### config.mk
export PLATFORM = sky130hd
export DESIGN_NAME = div_radix2
export DESIGN_NICKNAME = d
export VERILOG_FILES = /design/src/rtl/div_radix2_pkg.sv /design/src/rtl/div_radix2_step.sv /design/src/rtl/div_radix2.sv
export SDC_FILE = /design/constraint.sdc
export NUM_CORES = 1
export LEC_CHECK = 0
export BUFFER_PORTS_ARGS = -buffer_cell sky130_fd_sc_hd__buf_2
export CORE_ASPECT_RATIO = 0.7
export CORE_MARGIN = 4
export CORE_UTILIZATION = 50
export CTS_BUF_LIST = sky130_fd_sc_hd__clkbuf_16
export CTS_CLUSTER_SIZE = 10
export DETAILED_ROUTE_END_ITERATION = 6
export PLACE_DENSITY_LB_ADDON = 0.05
export SYNTH_ARGS = -nofsm -noshare
export SYNTH_HDL_FRONTEND = slang
export SYNTH_SLANG_ARGS = --single-unit
### constraint.sdc
create_clock -name clk -period 2.98 [get_ports clk]
set_input_delay 0.447 -clock clk [delete_from_list [all_inputs] [get_ports clk]]
set_output_delay 0.447 -clock clk [all_outputs]
set_load 0.03 [all_outputs]
### src/rtl/div_radix2_pkg.sv
// Shared types and constants for the radix-2 restoring divider.
package div_radix2_pkg;

    localparam int DIV_WIDTH = 32;
    localparam int DIV_CNT_W = $clog2(DIV_WIDTH);

    typedef enum logic [1:0] {
        DIV_IDLE = 2'd0,
        DIV_RUN  = 2'd1,
        DIV_DONE = 2'd2
    } div_state_e;

endpackage

### src/rtl/div_radix2_step.sv
// One restoring-division iteration: shift {r, q} left, trial-subtract the divisor.
module div_radix2_step #(
    parameter int WIDTH = 32
) (
    input  logic [WIDTH:0]   rem,
    input  logic [WIDTH-1:0] quo,
    input  logic [WIDTH-1:0] dsr,
    output logic [WIDTH:0]   rem_next,
    output logic [WIDTH-1:0] quo_next
);

    logic [WIDTH:0]   shifted;
    logic [WIDTH+1:0] trial;

    // NOTE: combinational logic uses blocking assignments with every output defaulted first, so no latch can form.
    always_comb begin
        shifted  = {rem[WIDTH-1:0], quo[WIDTH-1]};
        trial    = {1'b0, shifted} - {2'b00, dsr};
        rem_next = shifted;
        quo_next = {quo[WIDTH-2:0], 1'b0};
        if (!trial[WIDTH+1]) begin
            rem_next = trial[WIDTH:0];
            quo_next = {quo[WIDTH-2:0], 1'b1};
        end
    end

endmodule

### src/rtl/div_radix2.sv
// Iterative radix-2 restoring divider for MIPS DIV/DIVU: LO = quotient, HI = remainder.
module div_radix2
    import div_radix2_pkg::*;
#(
    parameter int WIDTH = DIV_WIDTH
) (
    input  logic             clk,
    input  logic             resetn,
    input  logic             start,
    input  logic             is_signed,
    input  logic [WIDTH-1:0] dividend,
    input  logic [WIDTH-1:0] divisor,
    input  logic             cancel,
    output logic             ready,
    output logic             valid,
    output logic [WIDTH-1:0] quotient,
    output logic [WIDTH-1:0] remainder
);

    localparam int CNT_W = $clog2(WIDTH);

    div_state_e       state;
    logic [CNT_W-1:0] cnt;
    logic             last;
    logic [WIDTH:0]   rem_r;
    logic [WIDTH-1:0] quo_r;
    logic [WIDTH-1:0] dsr_abs;
    logic             neg_q;
    logic             neg_r;

    logic             dvd_neg;
    logic             dsr_neg;
    logic [WIDTH-1:0] dvd_abs_in;
    logic [WIDTH-1:0] dsr_abs_in;
    logic [WIDTH:0]   rem_next;
    logic [WIDTH-1:0] quo_next;

    // Two's-complement negation wraps, so the most negative value maps onto itself as unsigned.
    assign dvd_neg    = is_signed && dividend[WIDTH-1];
    assign dsr_neg    = is_signed && divisor[WIDTH-1];
    assign dvd_abs_in = dvd_neg ? -dividend : dividend;
    assign dsr_abs_in = dsr_neg ? -divisor : divisor;

    assign ready = (state == DIV_IDLE);
    assign valid = (state == DIV_DONE) && !cancel;

    div_radix2_step #(.WIDTH(WIDTH)) u_step (
        .rem      (rem_r),
        .quo      (quo_r),
        .dsr      (dsr_abs),
        .rem_next (rem_next),
        .quo_next (quo_next)
    );

    // `last` marks the fix-up cycle. A zero divisor skips the iterations but still passes
    // through that cycle, so both paths share one result-write point.
    always_ff @(posedge clk) begin
        if (!resetn) begin
            state     <= DIV_IDLE;
            cnt       <= '0;
            last      <= 1'b0;
            rem_r     <= '0;
            quo_r     <= '0;
            dsr_abs   <= '0;
            neg_q     <= 1'b0;
            neg_r     <= 1'b0;
            quotient  <= '0;
            remainder <= '0;
        end else begin
            case (state)
                DIV_IDLE: begin
                    if (start && !cancel) begin
                        state   <= DIV_RUN;
                        cnt     <= '0;
                        dsr_abs <= dsr_abs_in;
                        if (divisor == '0) begin
                            quo_r <= '1;
                            rem_r <= {1'b0, dividend};
                            neg_q <= 1'b0;
                            neg_r <= 1'b0;
                            last  <= 1'b1;
                        end else begin
                            quo_r <= dvd_abs_in;
                            rem_r <= '0;
                            neg_q <= dvd_neg ^ dsr_neg;
                            neg_r <= dvd_neg;
                            last  <= 1'b0;
                        end
                    end
                end
                DIV_RUN: begin
                    if (cancel) begin
                        state <= DIV_IDLE;
                    end else if (last) begin
                        quotient  <= neg_q ? -quo_r : quo_r;
                        remainder <= neg_r ? -rem_r[WIDTH-1:0] : rem_r[WIDTH-1:0];
                        state     <= DIV_DONE;
                    end else begin
                        rem_r <= rem_next;
                        quo_r <= quo_next;
                        cnt   <= cnt + 1'b1;
                        if (cnt == CNT_W'(WIDTH - 1)) begin
                            last <= 1'b1;
                        end
                    end
                end
                DIV_DONE: state <= DIV_IDLE;
                default:  state <= DIV_IDLE;
            endcase
        end
    end

endmodule

==> results_dict.tcl <==
set metrics [dict create \
    min_period_ps 2910 \
    clkSlewWorstSetupHoldPaths_ps 70 \
    hold_class "input port to register" \
    finalCoreUtilization 0.620 \
    r2r-start "dsr_abs[14]" \
    whs_path_depth 3 \
    end_kind "register" \
    dr_total_vias 11500 \
    drv_cap 0 \
    cts_hold_buf 0 \
    gr-usage-all-layers 0.286 \
    coreArea_um2 21700 \
    drt-pass1-iter-count 5 \
    reg2reg_to "rem_r[25]" \
    outcome "completed" \
    placementRows 45 \
    dieWidth_um 186 \
    path_cells "inv_1, ha_4, o211ai_1, o211ai_1, nand3b_1, or3_1, o211ai_2, a21oi_1, buf_4, buf_4, a221oi_1, a21oi_1" \
    finalHoldViolations 0 \
    syn_avg_cell_area_um2 7.77 \
    fin_crit_sh 0.976 \
    layout.nets 1720 \
    setup_violations 0 \
    fillers 1994 \
    cts_sinks 170 \
    max_stage_delay_ps 390 \
    r2r_cells 12 \
    async_reset_ff_frac 0 \
    worstMarginPinSlew_ps 906 \
    seq_area_um2 3400 \
    avgRoutedWirePerCell_um 18.9 \
    setup_ws_ps 70.2 \
    wirelength_um 36100 \
    crit_type "register to register" \
    synthFlopType "dfxtp_1" \
    drive_gt1_frac 0.209 \
    cts.path.max_buffers 2 \
    die_area_um2 24600 \
    root_buffer "clkbuf_16" \
    grt_pass1_vias 10500 \
    post_synth_num_cell_types 76 \
    n_antenna_cell 0 \
    worstSetupEndpoint "rem_r[25]" \
    area_growth_pct 21.6 \
    critPathSlowestCell "or3_1" \
    crit_required_ps 3290 \
    grt_max_degree 90 \
    final_cell_mix "169 x dfxtp_1, 148 x nor2_1, 135 x a21oi_1" \
    rsz0062_at_grt "true" \
    critPathMaxFanout 8 \
    p_per_area_nw_per_um2 536 \
    crit_path_start_kind "register" \
    drc 0 \
    synth_edf_count 0 \
    synth_nets 1530 \
    place_hpwl_um 27400 \
    post-cts-setup-buffer-count 0 \
    fmax_mhz 344 \
    critPathLaunch "dsr_abs[14]" \
    cp.arrival_ps 3220 \
    place.gp.congestion 1.01 \
    peakVddDrop_mv 0.409 \
    grt_pass1_wl_um 56600 \
    final_common_cell "dfxtp_1" \
    dr.first_iter.drc_count 1162 \
    ant_nets 0 \
    start_util 0.510 \
    ys_ff_latch 170 \
    syn_area_um2 11100 \
    portBuffers 134 \
    r2r_slack_ps 70 \
    cts_buffers 17 \
    clock_skew_ps 9.94 \
    fp.dieH_um 132 \
    relSlewSlack 0.395 \
    fin_hold_ws_ps 300 \
    htreeDepth 4 \
    multi_input_area_um2 7110 \
    ys_seq_area_frac 0.308 \
    place_ws_ps -57.9 \
    viasPerCell 6.04 \
    maxSlewViolCount 0 \
    syn-instance-count 1422 \
    grt_overflow_total 0 \
    antenna_found_initial 1 \
    yosys_warnings 0 \
    ios 135 \
    insertion_delay_ps 440 \
    p_leak_uw 0.00537 \
    cts_tree "done" \
]
## area by class of cell
| cell class | instances | share of cell area |
|---|---|---|
| sequential | 170 | 0.253 |
| clock buffer | 17 | 0.0317 |
| inverter | 55 | 0.0155 |
| clock inverter | 14 | 0.0152 |
| timing repair buffer | 262 | 0.129 |
| multi-input combinational | 1106 | 0.529 |
| tap | 282 | 0.0263 |
## cell families after synthesis
kind of cell	share of synthesized area
AOI/OAI and AO/OA	0.293
xor gates and xnor gates	0.108
adders and majority gates	0.0448
buffers and inverters	0.0548
DFF	0.308
muxes	0.00283
and+or+nand+nor	0.188
## worst max-delay path: cells and delay by family, from the launching register on
family	cells	cell delay (ps)
buf+inv	3	410
fa+ha+maj	1	300
compound gates	6	1180
simple gates	2	560
flops	1	340
## worst min path at each step
stage	startpoint	endpoint	slack, ps
after floorplan	dsr_abs[30]	dsr_abs[30]	430
after global placement	remainder[15]	remainder[15]	440
after detailed placement	dsr_abs[30]	dsr_abs[30]	450
after CTS	divisor[1]	dsr_abs[1]	290
after global routing	divisor[1]	dsr_abs[1]	300
final	divisor[1]	dsr_abs[1]	300
## cells in the mapped netlist (all sizes together), types with 4 or more instances
cell type,number,area [um^2]
and3,6,38.8
o21bai,7,52.6
a22oi,9,67.6
a311oi,7,61.3
a21o,14,105
inv,54,203
or4,14,113
nand3,27,135
xnor2,41,359
nand2b,8,50.1
o22ai,8,50.1
nor2,152,581
nand4,10,62.6
a31oi,17,106
o221ai,20,175
or3,28,184
o21ai,103,515
ha,38,475
and2,5,31.3
o21a,7,52.6
nand3b,5,37.5
nor4b,4,56.3
or2,5,31.3
a21oi,138,691
nor4,12,90.1
o211ai,13,103
nor3,22,115
a221oi,17,149
buf,8,37.5
o31ai,26,195
o41ai,15,139
xor2,95,832
dfxtp,170,3400
nor2b,6,37.5
nand2,116,440
a211oi,78,596
clkbuf,83,362
## layer usage
layer / vias up / wire (um) / GRT usage
li1: 5594 / - / -
met1: 5395 / 17200 / 0.438
met2: 467 / 14600 / 0.396
met3: 48 / 3570 / 0.0769
met4: 2 / 665 / 0.0692
met5: - / 13 / 0
## report_power, final
group	switching [uW]	internal [uW]	total [uW]	leakage, uW
logic	1310	933	2250	0.00368
registers	135	2380	2520	0.00139
clock network	969	1480	2440	0.000310
total	2420	4790	7210	0.00537
## registers in the layout, summed over array words and instances, names as in the netlist
| signal | count |
|---|---|
| dsr_abs | 32 |
| quo_r | 32 |
| quotient | 32 |
| rem_r | 32 |
| remainder | 32 |
| cnt | 5 |
| state | 2 |
| last | 1 |
| neg_q | 1 |
| neg_r | 1 |
## stage by stage
stage | cell area (um^2) | power, uW | TNS (ps) | std cells
floorplan | 11100 | 3890 | 0 | 1422
global placement | 12800 | 4690 | 0 | 1875
detailed placement | 12800 | 4710 | -107 | 1875
CTS | 13400 | 7160 | 0 | 1906
global route | 13400 | 7550 | -84.1 | 1906
finish | 13400 | 7210 | 0 | 1906
## timing repair
item,in CTS,in global routing
endpoints found under the hold margin,0,0
setup endpoints to repair,0,14
gates resized for setup,0,11
No activity file was read; power rests on OpenSTA's default activity.
